===== src/rtl/multicycle_sequencer_if.sv =====
// Control/handshake bundle between the multicycle sequencer (master) and the LEGv8
// datapath, controller and memories (slave).
interface multicycle_sequencer_if #(
  parameter int CNT_W = 32
);
  // Run control
  logic             start;
  logic             stop;
  // Memory handshakes
  logic             imemReq;
  logic             imemAck;
  logic             dmemReq;
  logic             dmemAck;
  logic             dmemWe;
  // Controller decode of the current IR and ALU zero flag
  logic             memRead;
  logic             memWrite;
  logic             regWrite;
  logic             branch;
  logic             uncondBranch;
  logic             output0;
  // Datapath strobes
  logic             irWrite;
  logic             aluEn;
  logic             regFileWe;
  logic             pcWrite;
  logic             pcSrc;
  // Status
  logic             busy;
  logic             error;
  logic [2:0]       state;
  logic [CNT_W-1:0] retireCount;

  modport master (
    input  start, stop, imemAck, dmemAck,
    input  memRead, memWrite, regWrite, branch, uncondBranch, output0,
    output imemReq, irWrite, aluEn, dmemReq, dmemWe, regFileWe, pcWrite, pcSrc,
    output busy, error, state, retireCount
  );

  modport slave (
    output start, stop, imemAck, dmemAck,
    output memRead, memWrite, regWrite, branch, uncondBranch, output0,
    input  imemReq, irWrite, aluEn, dmemReq, dmemWe, regFileWe, pcWrite, pcSrc,
    input  busy, error, state, retireCount
  );
endinterface


===== src/rtl/multicycle_sequencer.sv =====
// Multi-cycle FETCH/DECODE/EXEC/MEM/WB sequencer gating the LEGv8 datapath strobes.
// Optional retired-instruction counter is built only when PERF_CNT_EN is defined.
module multicycle_sequencer #(
  parameter int MEM_TIMEOUT = 16,
  parameter int CNT_W       = 32
) (
  input  logic                  clk,
  input  logic                  rst_n,
  multicycle_sequencer_if.master bus
);

  localparam int               TMO_W    = $clog2(MEM_TIMEOUT);
  localparam logic [TMO_W-1:0] TMO_LAST = TMO_W'(MEM_TIMEOUT - 2);

  typedef enum logic [2:0] {
    S_IDLE   = 3'd0,
    S_FETCH  = 3'd1,
    S_DECODE = 3'd2,
    S_EXEC   = 3'd3,
    S_MEM    = 3'd4,
    S_WB     = 3'd5,
    S_ERROR  = 3'd6
  } state_t;

  typedef struct packed {
    logic mem_read;
    logic mem_write;
    logic reg_write;
    logic branch;
    logic uncond_branch;
  } ctrl_t;

  state_t           r_state;
  state_t           w_next;
  ctrl_t            r_ctrl;
  logic             r_take_br;
  logic [TMO_W-1:0] r_tmo;
  logic             w_waiting;
  logic             w_timeout;

  // A wait cycle is one where a request is up and its ack has not arrived.
  assign w_waiting = ((r_state == S_FETCH) && !bus.imemAck) ||
                     ((r_state == S_MEM)   && !bus.dmemAck);
  assign w_timeout = w_waiting && (r_tmo == TMO_LAST);

  // NOTE: sequential state uses non-blocking assignments so every flop samples
  // the pre-edge values, independent of block ordering.
  always_ff @(posedge clk or negedge rst_n) begin
    if (!rst_n) begin
      r_state <= S_IDLE;
    end else begin
      r_state <= w_next;
    end
  end

  always_comb begin
    // NOTE: every output of this block is defaulted first, so no path through
    // the case statement can leave one unassigned and infer a latch.
    w_next        = r_state;
    bus.imemReq   = 1'b0;
    bus.irWrite   = 1'b0;
    bus.aluEn     = 1'b0;
    bus.dmemReq   = 1'b0;
    bus.dmemWe    = 1'b0;
    bus.regFileWe = 1'b0;
    bus.pcWrite   = 1'b0;
    bus.pcSrc     = 1'b0;

    case (r_state)
      S_IDLE: begin
        if (bus.start) w_next = S_FETCH;
      end
      S_FETCH: begin
        bus.imemReq = 1'b1;
        bus.irWrite = bus.imemAck;
        if (bus.imemAck)     w_next = S_DECODE;
        else if (w_timeout)  w_next = S_ERROR;
      end
      S_DECODE: begin
        w_next = (bus.memRead && bus.memWrite) ? S_ERROR : S_EXEC;
      end
      S_EXEC: begin
        bus.aluEn = 1'b1;
        w_next    = (r_ctrl.mem_read || r_ctrl.mem_write) ? S_MEM : S_WB;
      end
      S_MEM: begin
        bus.dmemReq = 1'b1;
        bus.dmemWe  = r_ctrl.mem_write;
        if (bus.dmemAck)     w_next = S_WB;
        else if (w_timeout)  w_next = S_ERROR;
      end
      S_WB: begin
        bus.regFileWe = r_ctrl.reg_write;
        bus.pcWrite   = 1'b1;
        bus.pcSrc     = r_take_br;
        w_next        = (bus.stop || !bus.start) ? S_IDLE : S_FETCH;
      end
      S_ERROR: begin
        w_next = S_ERROR;
      end
      default: begin
        w_next = S_ERROR;
      end
    endcase
  end

  assign bus.busy  = (r_state != S_IDLE);
  assign bus.error = (r_state == S_ERROR);
  assign bus.state = r_state;

  // Decode bits are frozen at DECODE so the controller may change under a new IR
  // later; the branch decision is frozen at EXEC while the ALU flag is valid.
  always_ff @(posedge clk or negedge rst_n) begin
    if (!rst_n) begin
      r_ctrl    <= '0;
      r_take_br <= 1'b0;
      r_tmo     <= '0;
    end else begin
      if (r_state == S_DECODE) begin
        r_ctrl <= '{mem_read:      bus.memRead,
                    mem_write:     bus.memWrite,
                    reg_write:     bus.regWrite,
                    branch:        bus.branch,
                    uncond_branch: bus.uncondBranch};
      end
      if (r_state == S_EXEC) begin
        r_take_br <= r_ctrl.uncond_branch | (r_ctrl.branch & bus.output0);
      end
      // Any state change (in particular entry to FETCH or MEM) restarts the timeout.
      if (w_next != r_state) begin
        r_tmo <= '0;
      end else if (w_waiting) begin
        r_tmo <= r_tmo + TMO_W'(1);
      end
    end
  end

`ifdef PERF_CNT_EN
  logic [CNT_W-1:0] r_retire;

  always_ff @(posedge clk or negedge rst_n) begin
    if (!rst_n) begin
      r_retire <= '0;
    end else if (r_state == S_WB) begin
      r_retire <= r_retire + CNT_W'(1);
    end
  end

  assign bus.retireCount = r_retire;
`else
  assign bus.retireCount = {CNT_W{1'b0}};
`endif

endmodule

===== src/flat_wrapper.sv =====
// flat-port wrapper written by rule: the top's interface ports become plain ports
module multicycle_sequencer_flat 
#(
  parameter int MEM_TIMEOUT = 16,
  parameter int CNT_W       = 32
)
  (clk, rst_n, bus_start, bus_stop, bus_imemAck, bus_dmemAck, bus_memRead, bus_memWrite, bus_regWrite, bus_branch, bus_uncondBranch, bus_output0, bus_imemReq, bus_irWrite, bus_aluEn, bus_dmemReq, bus_dmemWe, bus_regFileWe, bus_pcWrite, bus_pcSrc, bus_busy, bus_error, bus_state, bus_retireCount);
  multicycle_sequencer_if #(.CNT_W(CNT_W)) bus_i ();
  input  logic clk;
  input  logic rst_n;
  input wire logic [$bits(bus_i.start)-1:0] bus_start;
  input wire logic [$bits(bus_i.stop)-1:0] bus_stop;
  input wire logic [$bits(bus_i.imemAck)-1:0] bus_imemAck;
  input wire logic [$bits(bus_i.dmemAck)-1:0] bus_dmemAck;
  input wire logic [$bits(bus_i.memRead)-1:0] bus_memRead;
  input wire logic [$bits(bus_i.memWrite)-1:0] bus_memWrite;
  input wire logic [$bits(bus_i.regWrite)-1:0] bus_regWrite;
  input wire logic [$bits(bus_i.branch)-1:0] bus_branch;
  input wire logic [$bits(bus_i.uncondBranch)-1:0] bus_uncondBranch;
  input wire logic [$bits(bus_i.output0)-1:0] bus_output0;
  output wire logic [$bits(bus_i.imemReq)-1:0] bus_imemReq;
  output wire logic [$bits(bus_i.irWrite)-1:0] bus_irWrite;
  output wire logic [$bits(bus_i.aluEn)-1:0] bus_aluEn;
  output wire logic [$bits(bus_i.dmemReq)-1:0] bus_dmemReq;
  output wire logic [$bits(bus_i.dmemWe)-1:0] bus_dmemWe;
  output wire logic [$bits(bus_i.regFileWe)-1:0] bus_regFileWe;
  output wire logic [$bits(bus_i.pcWrite)-1:0] bus_pcWrite;
  output wire logic [$bits(bus_i.pcSrc)-1:0] bus_pcSrc;
  output wire logic [$bits(bus_i.busy)-1:0] bus_busy;
  output wire logic [$bits(bus_i.error)-1:0] bus_error;
  output wire logic [$bits(bus_i.state)-1:0] bus_state;
  output wire logic [$bits(bus_i.retireCount)-1:0] bus_retireCount;
  assign bus_i.start = bus_start;
  assign bus_i.stop = bus_stop;
  assign bus_i.imemAck = bus_imemAck;
  assign bus_i.dmemAck = bus_dmemAck;
  assign bus_i.memRead = bus_memRead;
  assign bus_i.memWrite = bus_memWrite;
  assign bus_i.regWrite = bus_regWrite;
  assign bus_i.branch = bus_branch;
  assign bus_i.uncondBranch = bus_uncondBranch;
  assign bus_i.output0 = bus_output0;
  assign bus_imemReq = bus_i.imemReq;
  assign bus_irWrite = bus_i.irWrite;
  assign bus_aluEn = bus_i.aluEn;
  assign bus_dmemReq = bus_i.dmemReq;
  assign bus_dmemWe = bus_i.dmemWe;
  assign bus_regFileWe = bus_i.regFileWe;
  assign bus_pcWrite = bus_i.pcWrite;
  assign bus_pcSrc = bus_i.pcSrc;
  assign bus_busy = bus_i.busy;
  assign bus_error = bus_i.error;
  assign bus_state = bus_i.state;
  assign bus_retireCount = bus_i.retireCount;
  multicycle_sequencer #(.MEM_TIMEOUT(MEM_TIMEOUT), .CNT_W(CNT_W)) u_core (.clk(clk), .rst_n(rst_n), .bus(bus_i));
endmodule

===== config.mk =====
export PLATFORM = sky130hd
export DESIGN_NAME = multicycle_sequencer_flat
export DESIGN_NICKNAME = d
export VERILOG_FILES = /design/src/rtl/multicycle_sequencer_if.sv /design/src/rtl/multicycle_sequencer.sv /design/src/flat_wrapper.sv
export SDC_FILE = /design/constraint.sdc
export NUM_CORES = 1
export LEC_CHECK = 0
export CAP_MARGIN = 25
export CORE_MARGIN = 2
export CORE_UTILIZATION = 39
export DETAILED_ROUTE_END_ITERATION = 10
export GPL_TIMING_DRIVEN = 0
export PLACE_DENSITY = 0.89
export RECOVER_POWER = 50
export SYNTH_ARGS = -nofsm -noshare
export SYNTH_HDL_FRONTEND = slang
export SYNTH_SLANG_ARGS = --single-unit

===== constraint.sdc =====
create_clock -name clk -period 2.3 [get_ports clk]
set_clock_uncertainty 0.2 [all_clocks]
set_input_delay 0.46 -clock clk [delete_from_list [all_inputs] [get_ports clk]]
set_output_delay 0.46 -clock clk [all_outputs]
set_load 0.01 [all_outputs]

==> metrics, run 1 <==
period utilisation layout=0.983; met3 routed WL=159 um; final instance area=1590 um2; htree depth=1; GPL Wtd Cong=0.861; crit-path cells=buf_6, clkinvlp_4, nor3b_4, and2_1, clkdlybuf4s15_1; clk_lat worst skew=0.28 ns; largest fanout on the critical path=5; Initial DRC Count=23; fin cells=217; DP Area=1480 um2; dpl hpwl=1680 um; leakage power figure=0.820 nW; Ports=57; vias in the first global route=802; Slew headroom=0.396; final core utilization=0.593; Final Net Count=201; Worst Setup End Kind=output pin; Die Area=3210 um2; row count=19; area delta synth->final=47.2%; core area=2690 um2; Peak VDD IR=0.000228 V; fillers=235; share of layout cells above drive strength 1=0.317; Vias/cell=4.51; final setup fails=0; Antenna Violating Nets Remaining=0; routed wire length=2570 um; slowest stage delay, CP=0.40 ns; max-slew violations=0; number of flops mapped to enable cells by yosys=0; drt pass-1 iters=4; clk slew on worst S/H paths=0.08 ns; CP Launch Point=u_core.bus.state[2]$_DFF_PN0_; largest net degree at the start of global routing=14; Gate Count Post-Synth=121; ys flop type=dfrtp_1; clock tree root buffer cell=clkbuf_4; first-pass GRT wire length=3550 um; PortBufs=24; fin crit period=2.26 ns; pwr/cell area=293 nW/um2; die height=56.7 um; Fin Setup TNS=0 ns; met1 WL=1010 um; register area=327 um2; ant diodes=0; crit path DAT=1.60 ns; instance count on the critical path=5; sequential share of the synthesized area=0.301; Critical path buffers and inverters=3; total global-route track usage=0.142; CTS tree=yes; worst r2r path cells=5; FFs w/ async S/R, synth=1.00; Starting Density=0.403; slowest CP cell=dfrtp_1; Max Buffers Root-to-Sink=2; DP Cell Count=207; gr ovfl total=0; hold_sp=u_core.r_take_br$_DFFE_PN0P_; Yosys cell types=38; CTS sink cnt=13; kind of critical path=reg -> out; critical path's top delay family=buffers and inverters; multi-input logic area=611 um2; hold path cells=2; Syn Area/Cell=8.94 um2; Max Cap Viol=0; met2 wire len=1340 um; Hold WC Path Type=reg -> reg; Num CTS Buffers=3; DR WL/cell=11.8 um; Fmax=442 MHz; die width=56.7 um; outcome=finished clean; initial antenna violation count=0; WP data required=1.64 ns; Hold Fails Final Rpt=0; reg-to-reg startpoint=u_core.bus.state[0]$_DFF_PN0_; Yosys reg bits=13; DRC Markers=0; Post-Syn Area=1080 um2; synth warn=0; CP Launch Type=flop; vias=978; measured slew at the worst slew-check pin=0.894 ns; top routing layer used=met4
synthesized netlist by cell type (all sizes together), types with 2 or more instances:
master	number	share of area
nand3	3	0.014
or3b	2	0.021
nor3b	3	0.025
inv	6	0.021
nor3	2	0.0092
and2	4	0.023
nor4	4	0.029
nand2b	2	0.012
a211oi	3	0.025
o21ai	4	0.018
xnor2	3	0.024
ha	2	0.023
a21oi	4	0.018
nor2	4	0.014
buf	36	0.24
mux2	5	0.052
nand3b	2	0.014
nand2	5	0.017
dfrtp	13	0.30
cell type report:
cell class | count | area share
tap | 31 | 0.0244
timing repair buffer | 31 | 0.178
inverter | 6 | 0.0165
buffer | 36 | 0.177
sequential | 13 | 0.205
multi-input combinational | 96 | 0.383
clock buffer | 4 | 0.0165
sequential cells by signal, indices dropped and copies added (netlist names):
| register | cells |
|---|---|
| u_core.r_ctrl | 5 |
| u_core.r_tmo | 4 |
| u_core.r_take_br | 1 |
| u_core.bus.state | 3 |
kinds of logic (layout without fill, tap and decap cells):
group / after synthesis / count (layout) / share of synthesized area
mux: 6 / 6 / 0.0613
buf+inv: 43 / 77 / 0.266
compound gates: 18 / 18 / 0.116
flops: 13 / 13 / 0.301
simple gates: 35 / 35 / 0.206
xor+xnor: 3 / 3 / 0.0243
fa+ha+maj: 2 / 2 / 0.0231
other cells: 1 / 32 / 0.00346
worst paths after layout:
path	end	slack, ns
min	u_core.r_take_br$_DFFE_PN0P_	0.30
min in group asynchronous	u_core.bus.state[2]$_DFF_PN0_	0.41
max reg2reg	u_core.r_tmo[3]$_DFFE_PN0P_	0.20
min reg2reg	u_core.r_take_br$_DFFE_PN0P_	0.30
max in group asynchronous	u_core.bus.state[1]$_DFF_PN0_	1.07
max	bus_pcSrc	0.04
placed cells by master, fill, tap and decap left out, types with 4 or more instances in the layout:
| cell type | n |
|---|---|
| buf_4 | 39 |
| conb_1 | 32 |
| clkdlybuf4s50_1 | 12 |
| dfrtp_1 | 12 |
| dlygate4sd2_1 | 7 |
| inv_1 | 5 |
| nand2_1 | 5 |
| mux2_2 | 5 |
| a21oi_1 | 4 |
| o21ai_0 | 4 |
| and2_1 | 4 |
timing repair:
item	4_1_cts	5_1_grt
setup endpoints to repair	10	5
pin swaps	0	1
gates cloned	0	0
hold buffers	0	0
resized for setup	22	9
endpoints found under the hold margin	0	0
buffers inserted	2	5
worst reg2reg max path: stages, from the launching register on:
cell,delay (ns)
dfrtp_1,0.38
buf_4,0.16
or3b_1,0.49
a211oi_1,0.39
a221o_1,0.25
nor4_1,0.08
per-stage QoR:
step	hold slack [ns]	power [mW]	setup WS, ns
4_1_cts	0.300	0.469	0.0289
6_report	0.299	0.467	0.0388
3_5_place_dp	0.283	0.327	-0.196
3_3_place_gp	0.255	0.327	-0.173
2_1_floorplan	-0.0356	0.301	0.208
5_1_grt	0.316	0.489	-0.0133
report_power, final:
| group | internal [mW] | switching (mW) | leakage [nW] |
|---|---|---|---|
| clock network | 0.0673 | 0.0769 | 0.0150 |
| registers | 0.228 | 0 | 0.166 |
| logic | 0.0522 | 0.0422 | 0.639 |
layer usage:
| layer | track usage | vias to the layer above |
|---|---|---|
| met5 | 0 | - |
| met3 | 0.0161 | 5 |
| li1 | - | 484 |
| met2 | 0.236 | 50 |
| met4 | 0.0816 | 0 |
| met1 | 0.177 | 439 |
No activity file was read; power rests on OpenSTA's default activity.
==> run 2, diff against run 1 <==
Settings changed: CORE_UTILIZATION 39 to 50, DONT_BUFFER_PORTS set to 1, GPL_TIMING_DRIVEN 0 to 1, PLACE_DENSITY 0.89 to 0.74, RECOVER_POWER 50 to unset.
==> run 2 against run 1 <==
Against the previous run:
- die area shrank 21%
- sequential power is essentially flat
- register-to-register slack gained 0.13 ns
- wire length shrank 23%
- cell area shrank 34%
- maximum frequency grew 5.0%
- global-route usage grew 1.6 points
- critical endpoint is now bus_irWrite
- cell count shrank 29%
- hold slack lost 0.17 ns
- clock-buffer cell count is the same
- core utilization shrank 6.5 points
==> metrics, run 2 (synthesis results as in run 1) <==
outcome=finished clean; WP data required=1.64 ns (about the same); met1 WL=803 um (-21%); met3 routed WL=215 um (+35%); register area=328 um2 (+0.38%); clock tree root buffer cell=clkbuf_4; pwr/cell area=388 nW/um2 (+32%); slowest stage delay, CP=0.52 ns (+0.12 ns); Num CTS Buffers=3 (unchanged); clk_lat worst skew=0.28 ns (about the same); period utilisation layout=0.936 (-0.0471); area delta synth->final=-2.43%; Die Area=2550 um2 (-21%); share of layout cells above drive strength 1=0.183 (-0.135); most frequent cells in the layout=32 x conb_1, 11 x dfrtp_1, 6 x inv_1, 6 x buf_4; htree depth=1 (unchanged); most common cell after layout, fill and taps aside=conb_1; RSZ-0062 raised after global routing=false; largest net degree at the start of global routing=19 (+5); Final Net Count=141 (-30%); Ports=57 (unchanged); Peak VDD IR=0.000445 V (+95%); combinational share of power=0.085 (-0.117); PortBufs=0 (-100%); fillers=186 (-21%); Max Cap Viol=0 (unchanged); Switch Pwr=0.110 mW (-7.7%); total power=0.410 mW (-12%); crit path DAT=1.49 ns (-0.11 ns); final setup fails=0 (unchanged); Max Buffers Root-to-Sink=2 (unchanged); Slew headroom=0.600 (+0.204); vias in the first global route=667 (-17%); Hold WC Path Type=in -> reg; max reg flops=5 (unchanged); core area=2000 um2 (-25%); top routing layer used=met4; CTS sink cnt=13 (unchanged); die width=50.5 um (-11%); gr ovfl total=0 (unchanged); Starting Density=0.541 (+0.138); kind of critical path=reg -> out; initial antenna violation count=0 (unchanged); slowest CP cell=dfrtp_2; leakage power figure=0.503 nW (-39%); Worst Setup End Kind=output pin; Antenna Violating Nets Remaining=0 (unchanged); max-slew violations=0 (unchanged); ant diodes=0 (unchanged); drt pass-1 iters=4 (unchanged); Initial DRC Count=23 (unchanged); CTS tree=yes; die height=50.5 um (-11%); row count=16 (-3); GPL Wtd Cong=0.754 (-12%); total global-route track usage=0.158 (+0.0156); CP Launch Type=flop; Post-CTS Setup Repair Bufs=0 (-2); largest fanout on the critical path=15 (+10); Power Internal=0.300 mW (-14%); Fmax=464 MHz (+5.0%); met2 wire len=931 um (-31%); dpl hpwl=1450 um (-13%); vias=761 (-22%); multi-input logic area=591 um2 (-3.3%); DRC Markers=0 (unchanged); DR WL/cell=12.8 um (+8.5%); Clk network pwr share=0.358 (+0.049); routed wire length=1970 um (-23%); Fin Setup TNS=0 ns (unchanged); Net Sw Frac=0.268 (+0.0134); Hold Fails Final Rpt=0 (unchanged); Vias/cell=4.97 (+10%); Biggest register=u_core.r_ctrl; fin crit period=2.15 ns (-0.108 ns); crit-path cells=nand2b_1, nor2_1, and2_1; measured slew at the worst slew-check pin=0.598 ns (-0.296 ns); sequential power share=0.557 (+0.068); clk slew on worst S/H paths=0.09 ns (about the same); first-pass GRT wire length=3060 um (-14%)
==> run 2: cell count changes in the layout (fill, tap and decap cells not counted), sizes merged <==
cell,delta
dlymetal6s2s,-1
dlygate4sd2,-7
clkbuf,-1
clkinvlp,-1
inv,+1
clkdlybuf4s15,-3
buf,-36
clkdlybuf4s50,-12
==> run 2: repair_timing <==
| action | 4_1_cts | 5_1_grt |
|---|---|---|
| gates cloned | 0 | 0 |
| endpoints found under the setup margin | 2 | 5 |
| endpoints found under the hold margin | 13 | 0 |
| hold buffers | 1 | 0 |
| resized for setup | 1 | 2 |
==> run 2: worst max-delay path, delay by kind of cell (launching register included) <==
family | cells | cell delay, ns
DFF | 1 | 0.52
and+or+nand+nor | 3 | 0.68
==> run 2: layout make-up <==
class                   count  share of cell area
multi-input cells          96               0.559
flip-flops and latches     13               0.310
repair buffers              7              0.0521
well taps                  27              0.0320
clock buffers               4              0.0249
inverters                   6              0.0213
==> run 2: power by group through the flow <==
stage	clock, mW	combinational, mW	sequential [mW]
6_report	0.146	0.0348	0.228
5_1_grt	0.161	0.0402	0.228
4_1_cts	0.150	0.0342	0.228
3_5_place_dp	0	0.0281	0.233
3_3_place_gp	0	0.0282	0.233
2_1_floorplan	0	0.0678	0.233
==> run 2: routing by layer <==
| layer | GRT usage | up-vias |
|---|---|---|
| li1 | - | 365 |
| met1 | 0.197 | 349 |
| met2 | 0.235 | 45 |
| met3 | 0.0744 | 2 |
| met4 | 0.0631 | 0 |
| met5 | 0 | - |
==> run 2: path summary, 6_finish.rpt <==
path	startpoint	end	slack, ns	cells past startpoint
hold / removal	bus_uncondBranch	u_core.r_ctrl[0]$_DFFE_PN0N_	0.13	1
max in group asynchronous	rst_n	u_core.bus.state[2]$_DFF_PN0_	1.06	1
setup reg to reg	u_core.bus.state[1]$_DFF_PN0_	u_core.r_tmo[0]$_DFFE_PN0P_	0.33	4
hold reg to reg	u_core.r_take_br$_DFFE_PN0P_	u_core.r_take_br$_DFFE_PN0P_	0.28	2
min in group asynchronous	rst_n	u_core.bus.state[0]$_DFF_PN0_	0.42	1
setup / recovery	u_core.bus.state[2]$_DFF_PN0_	bus_irWrite	0.15	3
==> run 2: metrics by stage <==
| stage | area [um2] | std cells | hold slack, ns | utilization | setup slack (ns) |
|---|---|---|---|---|---|
| 5_1_grt | 1060 | 153 | 0.113 | 0.528 | 0.0509 |
| 3_5_place_dp | 1010 | 148 | -0.0352 | 0.506 | 0.204 |
| 4_1_cts | 1050 | 153 | 0.121 | 0.524 | 0.0250 |
| 6_report | 1060 | 153 | 0.129 | 0.528 | 0.147 |
| 3_3_place_gp | 1010 | 148 | -0.0352 | 0.506 | 0.304 |
| 2_1_floorplan | 1200 | 152 | -0.0356 | - | 0.208 |
==> run 3, diff against run 2 <==
Settings changed: CTS_CLUSTER_DIAMETER set to 150.
==> results of run 3 <==
Same layout as run 2: the final DEF is identical, and so are final timing and power.
